## src/rtl/spi_arb_pkg.sv

```systemverilog
// Shared types and defaults for the SPI requester arbiter: FSM state encoding,
// default CS gap and timeout values, data byte width.
package spi_arb_pkg;

  localparam int BYTE_W       = 8;
  localparam int DEF_CS_SETUP = 2;
  localparam int DEF_CS_HOLD  = 2;
  localparam int DEF_TIMEOUT  = 1023;

  typedef enum logic [2:0] {
    S_IDLE  = 3'd0,
    S_SETUP = 3'd1,
    S_START = 3'd2,
    S_WAIT  = 3'd3,
    S_RESP  = 3'd4,
    S_HOLD  = 3'd5
  } state_t;

endpackage

```

## src/rtl/spi_rr_pick.sv

```systemverilog
// Combinational round-robin pick: first set request at or above ptr, with wrap.
module spi_rr_pick #(
  parameter int NUM_REQ = 4,
  parameter int IDX_W   = 2
) (
  input  logic [NUM_REQ-1:0] req,
  input  logic [IDX_W-1:0]   ptr,
  output logic [NUM_REQ-1:0] gnt_oh,
  output logic [IDX_W-1:0]   idx,
  output logic               any
);

  always_comb begin
    int j_i;
    logic [IDX_W-1:0] j;
    j_i    = 0;
    j      = '0;
    gnt_oh = '0;
    idx    = '0;
    any    = 1'b0;
    for (int k = 0; k < NUM_REQ; k++) begin
      j_i = int'(ptr) + k;
      if (j_i >= NUM_REQ) j_i = j_i - NUM_REQ;
      j = IDX_W'(j_i);
      if (!any && req[j]) begin
        any       = 1'b1;
        gnt_oh[j] = 1'b1;
        idx       = j;
      end
    end
  end

endmodule

```

## src/rtl/spi_req_arbiter.sv

```systemverilog
// Round-robin owner of one SPI shift engine with CS setup/hold sequencing.
// Define SPI_ARB_TIMEOUT_EN to add the eng_done watchdog and sticky timeout_err.
//
// state | meaning
// IDLE  | CS all high, arbitrate from rr pointer
// SETUP | owner's CS low, counting setup gap
// START | issue eng_start once engine is not busy
// WAIT  | byte shifting, waiting for eng_done
// RESP  | rsp_valid pulse; stays here while a locked owner has no next byte
// HOLD  | counting hold gap, then release CS and advance rr pointer
module spi_req_arbiter
  import spi_arb_pkg::*;
#(
  parameter int NUM_REQ  = 4,
  parameter int CS_SETUP = DEF_CS_SETUP,
  parameter int CS_HOLD  = DEF_CS_HOLD,
  parameter int TIMEOUT  = DEF_TIMEOUT
) (
  input  logic                      clk,
  input  logic                      rst,
  input  logic [NUM_REQ-1:0]        req,
  input  logic [NUM_REQ-1:0]        req_lock,
  input  logic [BYTE_W*NUM_REQ-1:0] req_txdata,
  output logic [NUM_REQ-1:0]        gnt,
  output logic [NUM_REQ-1:0]        rsp_valid,
  output logic [BYTE_W-1:0]         rsp_rxdata,
  output logic                      eng_start,
  output logic [BYTE_W-1:0]         eng_txdata,
  input  logic                      eng_busy,
  input  logic                      eng_done,
  input  logic [BYTE_W-1:0]         eng_rxdata,
  output logic [NUM_REQ-1:0]        cs_n,
  output logic                      timeout_err
);

  localparam int IDX_W = (NUM_REQ > 1) ? $clog2(NUM_REQ) : 1;
  localparam logic [3:0] SETUP_LD = 4'(CS_SETUP - 1);
  localparam logic [3:0] HOLD_LD  = 4'(CS_HOLD - 1);

  state_t             state;
  logic [3:0]         cnt;
  logic [IDX_W-1:0]   owner;
  logic [IDX_W-1:0]   rr_ptr;
  logic [IDX_W-1:0]   pick_idx;
  logic [NUM_REQ-1:0] pick_oh;
  logic               pick_any;
  logic [BYTE_W-1:0]  tx_sel;
  logic [IDX_W-1:0]   rr_next;

`ifdef SPI_ARB_TIMEOUT_EN
  localparam int TMO_W = $clog2(TIMEOUT + 1);
  logic [TMO_W-1:0] tmo_cnt;
`else
  logic unused_tmo;
  assign unused_tmo  = (TIMEOUT != 0);
  assign timeout_err = 1'b0;
`endif

  spi_rr_pick #(
    .NUM_REQ(NUM_REQ),
    .IDX_W  (IDX_W)
  ) u_pick (
    .req   (req),
    .ptr   (rr_ptr),
    .gnt_oh(pick_oh),
    .idx   (pick_idx),
    .any   (pick_any)
  );

  always_comb begin
    tx_sel = '0;
    for (int i = 0; i < NUM_REQ; i++)
      if (owner == IDX_W'(i)) tx_sel = req_txdata[i*BYTE_W +: BYTE_W];
  end

  assign rr_next = (owner == IDX_W'(NUM_REQ - 1)) ? '0 : owner + 1'b1;

  always_ff @(posedge clk or posedge rst) begin
    if (rst) begin
      state      <= S_IDLE;
      cnt        <= '0;
      owner      <= '0;
      rr_ptr     <= '0;
      gnt        <= '0;
      rsp_valid  <= '0;
      rsp_rxdata <= '0;
      eng_start  <= 1'b0;
      eng_txdata <= '0;
      cs_n       <= '1;
`ifdef SPI_ARB_TIMEOUT_EN
      tmo_cnt     <= '0;
      timeout_err <= 1'b0;
`endif
    end else begin
      eng_start <= 1'b0;
      rsp_valid <= '0;
      case (state)
        S_IDLE: begin
          if (pick_any) begin
            gnt   <= pick_oh;
            owner <= pick_idx;
            cnt   <= SETUP_LD;
            state <= S_SETUP;
          end
        end
        S_SETUP: begin
          cs_n <= ~gnt;
          if (cnt == 4'd0) state <= S_START;
          else             cnt   <= cnt - 4'd1;
        end
        S_START: begin
          if (!eng_busy) begin
            eng_start  <= 1'b1;
            eng_txdata <= tx_sel;
            state      <= S_WAIT;
`ifdef SPI_ARB_TIMEOUT_EN
            tmo_cnt    <= TMO_W'(TIMEOUT - 1);
`endif
          end
        end
        S_WAIT: begin
          if (eng_done) begin
            rsp_rxdata <= eng_rxdata;
            rsp_valid  <= gnt;
            state      <= S_RESP;
          end
`ifdef SPI_ARB_TIMEOUT_EN
          // Watchdog response skips RESP so a locked owner cannot keep the bus.
          else if (tmo_cnt == '0) begin
            timeout_err <= 1'b1;
            rsp_rxdata  <= 8'hFF;
            rsp_valid   <= gnt;
            cnt         <= HOLD_LD;
            state       <= S_HOLD;
          end else begin
            tmo_cnt <= tmo_cnt - 1'b1;
          end
`endif
        end
        S_RESP: begin
          // First cycle only samples lock; the follow-on byte is taken from the next cycle.
          if (!req_lock[owner]) begin
            cnt   <= HOLD_LD;
            state <= S_HOLD;
          end else if (rsp_valid == '0 && req[owner]) begin
            state <= S_START;
          end
        end
        S_HOLD: begin
          if (cnt == 4'd0) begin
            cs_n   <= '1;
            gnt    <= '0;
            rr_ptr <= rr_next;
            state  <= S_IDLE;
          end else begin
            cnt <= cnt - 4'd1;
          end
        end
        default: state <= S_IDLE;
      endcase
    end
  end

endmodule

```

## config.mk

```make
export PLATFORM = sky130hd
export DESIGN_NAME = spi_req_arbiter
export DESIGN_NICKNAME = d
export VERILOG_FILES = /design/src/rtl/spi_arb_pkg.sv /design/src/rtl/spi_rr_pick.sv /design/src/rtl/spi_req_arbiter.sv
export SDC_FILE = /design/constraint.sdc
export NUM_CORES = 1
export LEC_CHECK = 0
export CAP_MARGIN = 20
export CORE_MARGIN = 8
export CORE_UTILIZATION = 50
export CTS_CLUSTER_SIZE = 12
export DETAILED_ROUTE_END_ITERATION = 8
export PLACE_DENSITY = 0.86
export SYNTH_ARGS = -nofsm -noshare
export SYNTH_HDL_FRONTEND = slang
export SYNTH_SLANG_ARGS = --single-unit
export TNS_END_PERCENT = 1
```

## constraint.sdc

```tcl
create_clock -name clk -period 4.5 [get_ports clk]
set_input_delay 0.675 -clock clk [delete_from_list [all_inputs] [get_ports clk]]
set_output_delay 0.675 -clock clk [all_outputs]
set_load 0.01 [all_outputs]
```

== Yosys cells after proc, flatten, opt, wreduce, memory -nomap -nowiden ==
Index checks and enable logic that the tools add are counted.
Operators by class
  shift operators: 0
  divide/modulo/power cells: 0
  bitwise operators: 5
  multipliers: 0
  $add $sub $neg: 9
  mux-type cells: 62
  equality and inequality tests: 16
  $lt $le $gt $ge: 13
  reduce and logical (&&, ||, !) cells: 27
Operators with widths (number)
  4-bit 2-to-1 mux: 12
  8-bit 2-to-1 mux: 4
  3-bit 2-to-1 mux: 7
  2-bit 2-to-1 mux: 9
  3-bit case mux with 6 select lines: 1
  1-bit 2-to-1 mux: 16
  4-bit case mux with 2 select lines: 2
  2-bit by 3-bit < comparator with 1-bit output, second input constant: 5
  2-bit != test, second input constant: 7
  1-bit binary-select mux with 2-bit select: 6
  4-bit OR: 3
  4-bit case mux with 3 select lines: 1
  2-bit AND reduction: 5
  3-bit greater-or-equal comparator, second input constant: 3
  1-bit demux with 2-bit select: 4
  2-bit by 1-bit greater-or-equal comparator with 1-bit output, second input constant: 4
  1-bit logical AND: 8
  4-bit zero test: 2
  2-bit by 1-bit subtractor with 2-bit output, second input constant: 4
  2-bit by 2-bit adder with 3-bit output, second input constant: 2
  3-bit by 2-bit equality test with 1-bit output, second input constant: 2
  3-bit equality test, second input constant: 2
  6-bit AND reduction: 1
  2-bit equality test, second input constant: 2
  other kinds (17): 20
Storage, ports and cells
  bits in latches: 0
  word-level logic and storage cells: 142
  bits in writable memories: 0
  ROM bits: 0
  input bits: 52
  bits in registers: 40
  memories: 0

== Logic depth before layout (Yosys ltp) ==
  depth in word-level cells: 16
  mapped depth: 9
  mapped depth without buffers: 7

== Modules after synthesis ==
Synthesis repeated with hierarchy kept, for this count alone.
Second synthesis, totals
  cells, all modules: 250
  area, all modules: 2497.4 um^2
Modules (own cells, without submodules)
  spi_req_arbiter: area an instance 2075.7 um^2, cells an instance 205, times used 1, seq. area each 1006.0 um^2
  spi_rr_pick: area an instance 421.7 um^2, cells an instance 45, times used 1, seq. area each 0.0 um^2

== Least setup slack after synthesis ==
No wires, ideal clock.
  kind: register to register
  from: register rr_ptr[0]
  to: register owner[1]
  data arrival time: 2.510 ns
  path slack: 1.840 ns
  stages on the path, launching flop included: 9
  period minus slack after synthesis: 2.660 ns
  buffers on the path: 2
  path through: dfrtp_1 > buf_2 > inv_1 > ha_1 > mux4_1 > clkbuf_1 > or4_1 > o21ai_0 > a32oi_1
On the way
  cells in the longest elaborated chain, start to end: 15
  elaborated cells between the ends (all ways): 38
  those cells by class: 7 x add/sub; 4 x order compare; 20 x mux; 7 x reduce/logical
RTL lines
  from (decl): RTL line spi_req_arbiter.sv:43  | logic [IDX_W-1:0] rr_ptr;
  from (signal assigned): RTL line spi_req_arbiter.sv:153  | rr_ptr <= rr_next;
  branches (longest 15 deep; another with 2-bit by 1-bit adder with 3-bit output)
  to (signal assigned): RTL line spi_req_arbiter.sv:101  | owner <= pick_idx;
  to (decl): RTL line spi_req_arbiter.sv:42  | logic [IDX_W-1:0] owner;
Several ways; the timed one is not identified. The select of a mux whose other input is x is not followed.
A chain may end at the register's enable or synchronous reset.

== Final worst setup path ==
  from: register rr_ptr[0]
  to: register gnt[3]
On the way
  cells in the longest elaborated chain, start to end: 16
  elaborated cells between the ends (all ways): 64
  those cells by class: 7 x add/sub; 12 x order compare; 1 x eq/ne; 30 x mux; 3 x bitwise; 11 x reduce/logical
RTL lines
  branches (longest 16 deep; another with 2-bit by 1-bit adder with 3-bit output)
  to (signal assigned): RTL line spi_req_arbiter.sv:100  | gnt <= pick_oh;
  to (decl): RTL line spi_req_arbiter.sv:24  | output logic [NUM_REQ-1:0] gnt,
Several ways; the timed one is not identified. The select of a mux whose other input is x is not followed.

==> results.md <==
Power:
- The worst ir drop on vdd is 0.320 mV.
- For this design the static power due to leakage is 0.00137 µW.
- For this design the ratio of total power to cell area is 621 nW/µm².

Timing:
- The clock arrives with 6.64 ps of skew.
- The post-layout minimum cycle time is 3390 ps.
- The total of endpoints with negative setup slack in the final report is 0.
- Measured against its own limit, the worst slew margin works out to 40.0%.
- The final total negative setup slack is 0 ps.
- Based on the critical path, the design can be clocked at up to 295 MHz.
- The hold slack is 482 ps.
- The max-slew violation count was 0.
- Setup repair after global routing left no endpoint under its margin.
- The final setup slack of the worst path is 1110 ps.
- The number of hold violations in the final report came to 0.
- At the pin with the least slew margin, the transition time is 895 ps.
- In the finished design, the share of the clock period the worst path needs comes to 75.3%.

Die:
- The area enclosed by the die boundary is 7390 µm².
- The die is 86.0 µm tall.
- The initial utilization of the core area, before any placement, comes to 51.8%.
- For this design the top-level I/O count stands at 82.
- The core outline area is 4720 µm².
- In this run the core area contains 25 standard-cell rows.
- The width of the chip is 86.0 µm.

Placement:
- Before CTS, the worst setup slack after placement is 1110 ps.
- In this run the tool buffered the top-level ports with 80 buffer cells.
- The final weighted congestion of routability-driven global placement is 0.829.
- The placed cell area is 3260 µm².
- The HPWL after detailed placement is 4880 µm.

Global routing:
- Global routing used 17.9% of the available tracks.
- The initial antenna violation count is 0.
- The pin count of the biggest net entering global routing is 30.
- The final global-route overflow total is 0.
- The first global-routing pass estimated 10600 µm of wire.
- The via count of the first global-routing pass is 2172.

Clock tree:
- The clock transition time at the flip-flop clock pins of the worst setup and hold paths is 80 ps.
- The H-tree was split into 2 levels.
- The clock insertion delay at the later pin of the skew report is 290 ps.
- TritonCTS built the clock tree.
- Hold repair after CTS inserted 0 buffers.
- In this run the deepest clock path goes through 2 buffers.
- The number of instances resized during post-cts repair is 0.
- The CTS sink count is 40.
- The buffer count from post-CTS setup fixing is 0.
- TritonCTS created 5 clock buffers.
- The tree is rooted in a sky130_fd_sc_hd__clkbuf_8.

Synth:
- A synthesized cell averages 9.79 µm².
- The number of nets produced by synthesis is 314.
- The sequential cell area fraction in the yosys report is 41.1%.
- In this run, distinct cell masters in the synthesized netlist total 43.
- After technology mapping, the gate count stands at 250.
- The Yosys step of the flow raised 0 warnings.
- The register bit count reported by yosys is 40.
- The netlist area before placement is 2450 µm².

Cells and area:
- Once layout is complete, the utilization of the core stands at 71.7%.
- The antenna diode count is 0.
- The fraction of final layout cells sized beyond drive strength 1 is 9.85%.
- The number of nets at the end of the flow is 388.
- In the layout the commonest cells are 80 x sky130_fd_sc_hd__clkdlybuf4s50_1, 36 x sky130_fd_sc_hd__dfrtp_1, 31 x sky130_fd_sc_hd__a21oi_1.
- From synthesis to final layout, the design area changed by 38.2%.
- The most common cell after layout, fill and taps aside is sky130_fd_sc_hd__clkdlybuf4s50_1.
- Summing all non-filler instances in the final layout gives an area of 3380 µm².

Drt:
- After detailed routing, the number of remaining DRC violations is 0.
- The overall routed net length is 6200 µm.
- In this run, the number of DRC markers left after iteration 0 of detailed routing was 94.
- The first detailed-routing pass ran for 4 iterations.
- Dividing the detail-routed wire length by the instance count gives 15.8 µm.
- In the routed layout, each cell is associated on average with a via count of 5.52.
- The post-detailed-route count of antenna-violating nets is 0.
- Summing over every cut layer, the via total after detailed routing is 2164.

Run:
- The max-cap violation count is 0.

Setup path:
- The worst setup path is launched from a register.
- The worst register-to-register path begins at rr_ptr[0].
- In this run the worst setup path begins at rr_ptr[0].
- The endpoint of the lowest-slack register-to-register path is gnt[3].
- The data arrival time of the worst path is 3600 ps.
- STA classifies the critical path endpoint as a register.
- The category of the critical setup timing path is register to register.
- The length in cells of the worst reg-to-reg path is 7.
- For the worst setup path, the data required time is 4710 ps.
- Of all nets on the critical path, the largest fanout is 15.
- In this run the register-to-register setup slack is 1110 ps.

Min path:
- Counting instances, the worst hold path has a depth of 1.
- The path class of the tightest hold or removal check is register to register.
- The worst hold path begins at gnt[3].
- The destination of the worst hold path is cs_n[3].

Status:
- The flow ran to the end, and the final reports show no timing, DRC or antenna violations.
-- power by group --
part / internal [µW] / switching, µW
clock: 124 / 126
sequential: 519 / 164
combinational: 599 / 569
-- cells by family (layout without fill, tap and decap cells) --
group	count (synthesis)	count (layout)	share of synthesized area [%]
AOI/OAI and AO/OA	65	65	16.8
xor gates and xnor gates	1	1	0.358
adders and majority gates	12	12	6.13
buffers and inverters	28	103	5.52
DFF	40	40	41.1
muxes	19	19	12.0
other	1	1	0.153
and+or+nand+nor	84	84	17.9
-- registers in the layout, indices dropped and copies added, names as in the netlist, 3 cells and up --
signal and cells:
cnt 4, cs_n 4, eng_txdata 8, gnt 4, rsp_rxdata 8, rsp_valid 4, state 3
-- critical path: stages (launching register included) --
cell and delay [ps]:
sky130_fd_sc_hd__dfrtp_1 710, sky130_fd_sc_hd__inv_1 170, sky130_fd_sc_hd__ha_1 410, sky130_fd_sc_hd__mux4_1 750, sky130_fd_sc_hd__or3_1 450, sky130_fd_sc_hd__o21ai_1 560
sky130_fd_sc_hd__nand3_1 140, sky130_fd_sc_hd__o21ai_1 110
-- cell type report --
cell class                 instances  area [µm²]
sequential                        40        1010
clock inverter                     2        15.0
clock buffer                       6        82.6
multi-input combinational        182        1310
tap                               67        83.8
inverter                          13        48.8
fill                             347        1340
timing repair buffer              82         836
-- stage by stage --
step,total power [µW],cells
floorplan,1440,250
global placement,1800,383
detailed placement,1850,383
CTS,2110,391
global route,2290,392
finish,2100,392
-- how the worst max path moves through the flow --
stage                          end  slack, ps  cells after the start
final                       gnt[3]       1110                      7
after global placement      gnt[1]       1300                      7
after detailed placement    gnt[3]       1110                      7
after CTS                   gnt[3]       1100                      7
after global routing        gnt[3]        790                      7
after floorplan           owner[1]       1840                      8
-- cells in the mapped netlist (all sizes together) --
master	count	area [µm²]
a211oi	2	15.0
a21o	4	37.5
a21oi	31	155
a221o	1	10.0
a221oi	11	96.3
a22o	1	8.76
a32oi	1	8.76
and2b	1	8.76
buf	4	25.0
clkbuf	11	61.3
conb	1	3.75
dfrtp	36	901
dfstp	4	105
ha	12	150
inv	13	48.8
mux2	11	124
mux2i	2	20.0
mux4	6	150
nand2	13	48.8
nand2b	6	37.5
nand3	10	50.1
nand3b	5	37.5
nor2	21	78.8
nor2b	12	75.1
nor3	9	45.0
nor3b	1	7.51
nor4	2	18.8
o211ai	1	7.51
o21a	1	7.51
o21ai	9	45.0
o22ai	2	12.5
o31ai	1	7.51
or3	2	13.8
or4	1	7.51
or4b	1	10.0
xnor2	1	8.76
-- per-layer routing --
metal	routed length [µm]	part of all wire (%)	global-route usage, %	up-vias
li1	-	-	-	1051
met4	91	1.5	5.89	0
met5	0	0	0	-
met2	2810	45	27.4	85
met1	2670	43	21.8	1018
met3	622	10	8.02	10
No activity file was read; power rests on OpenSTA's default activity.
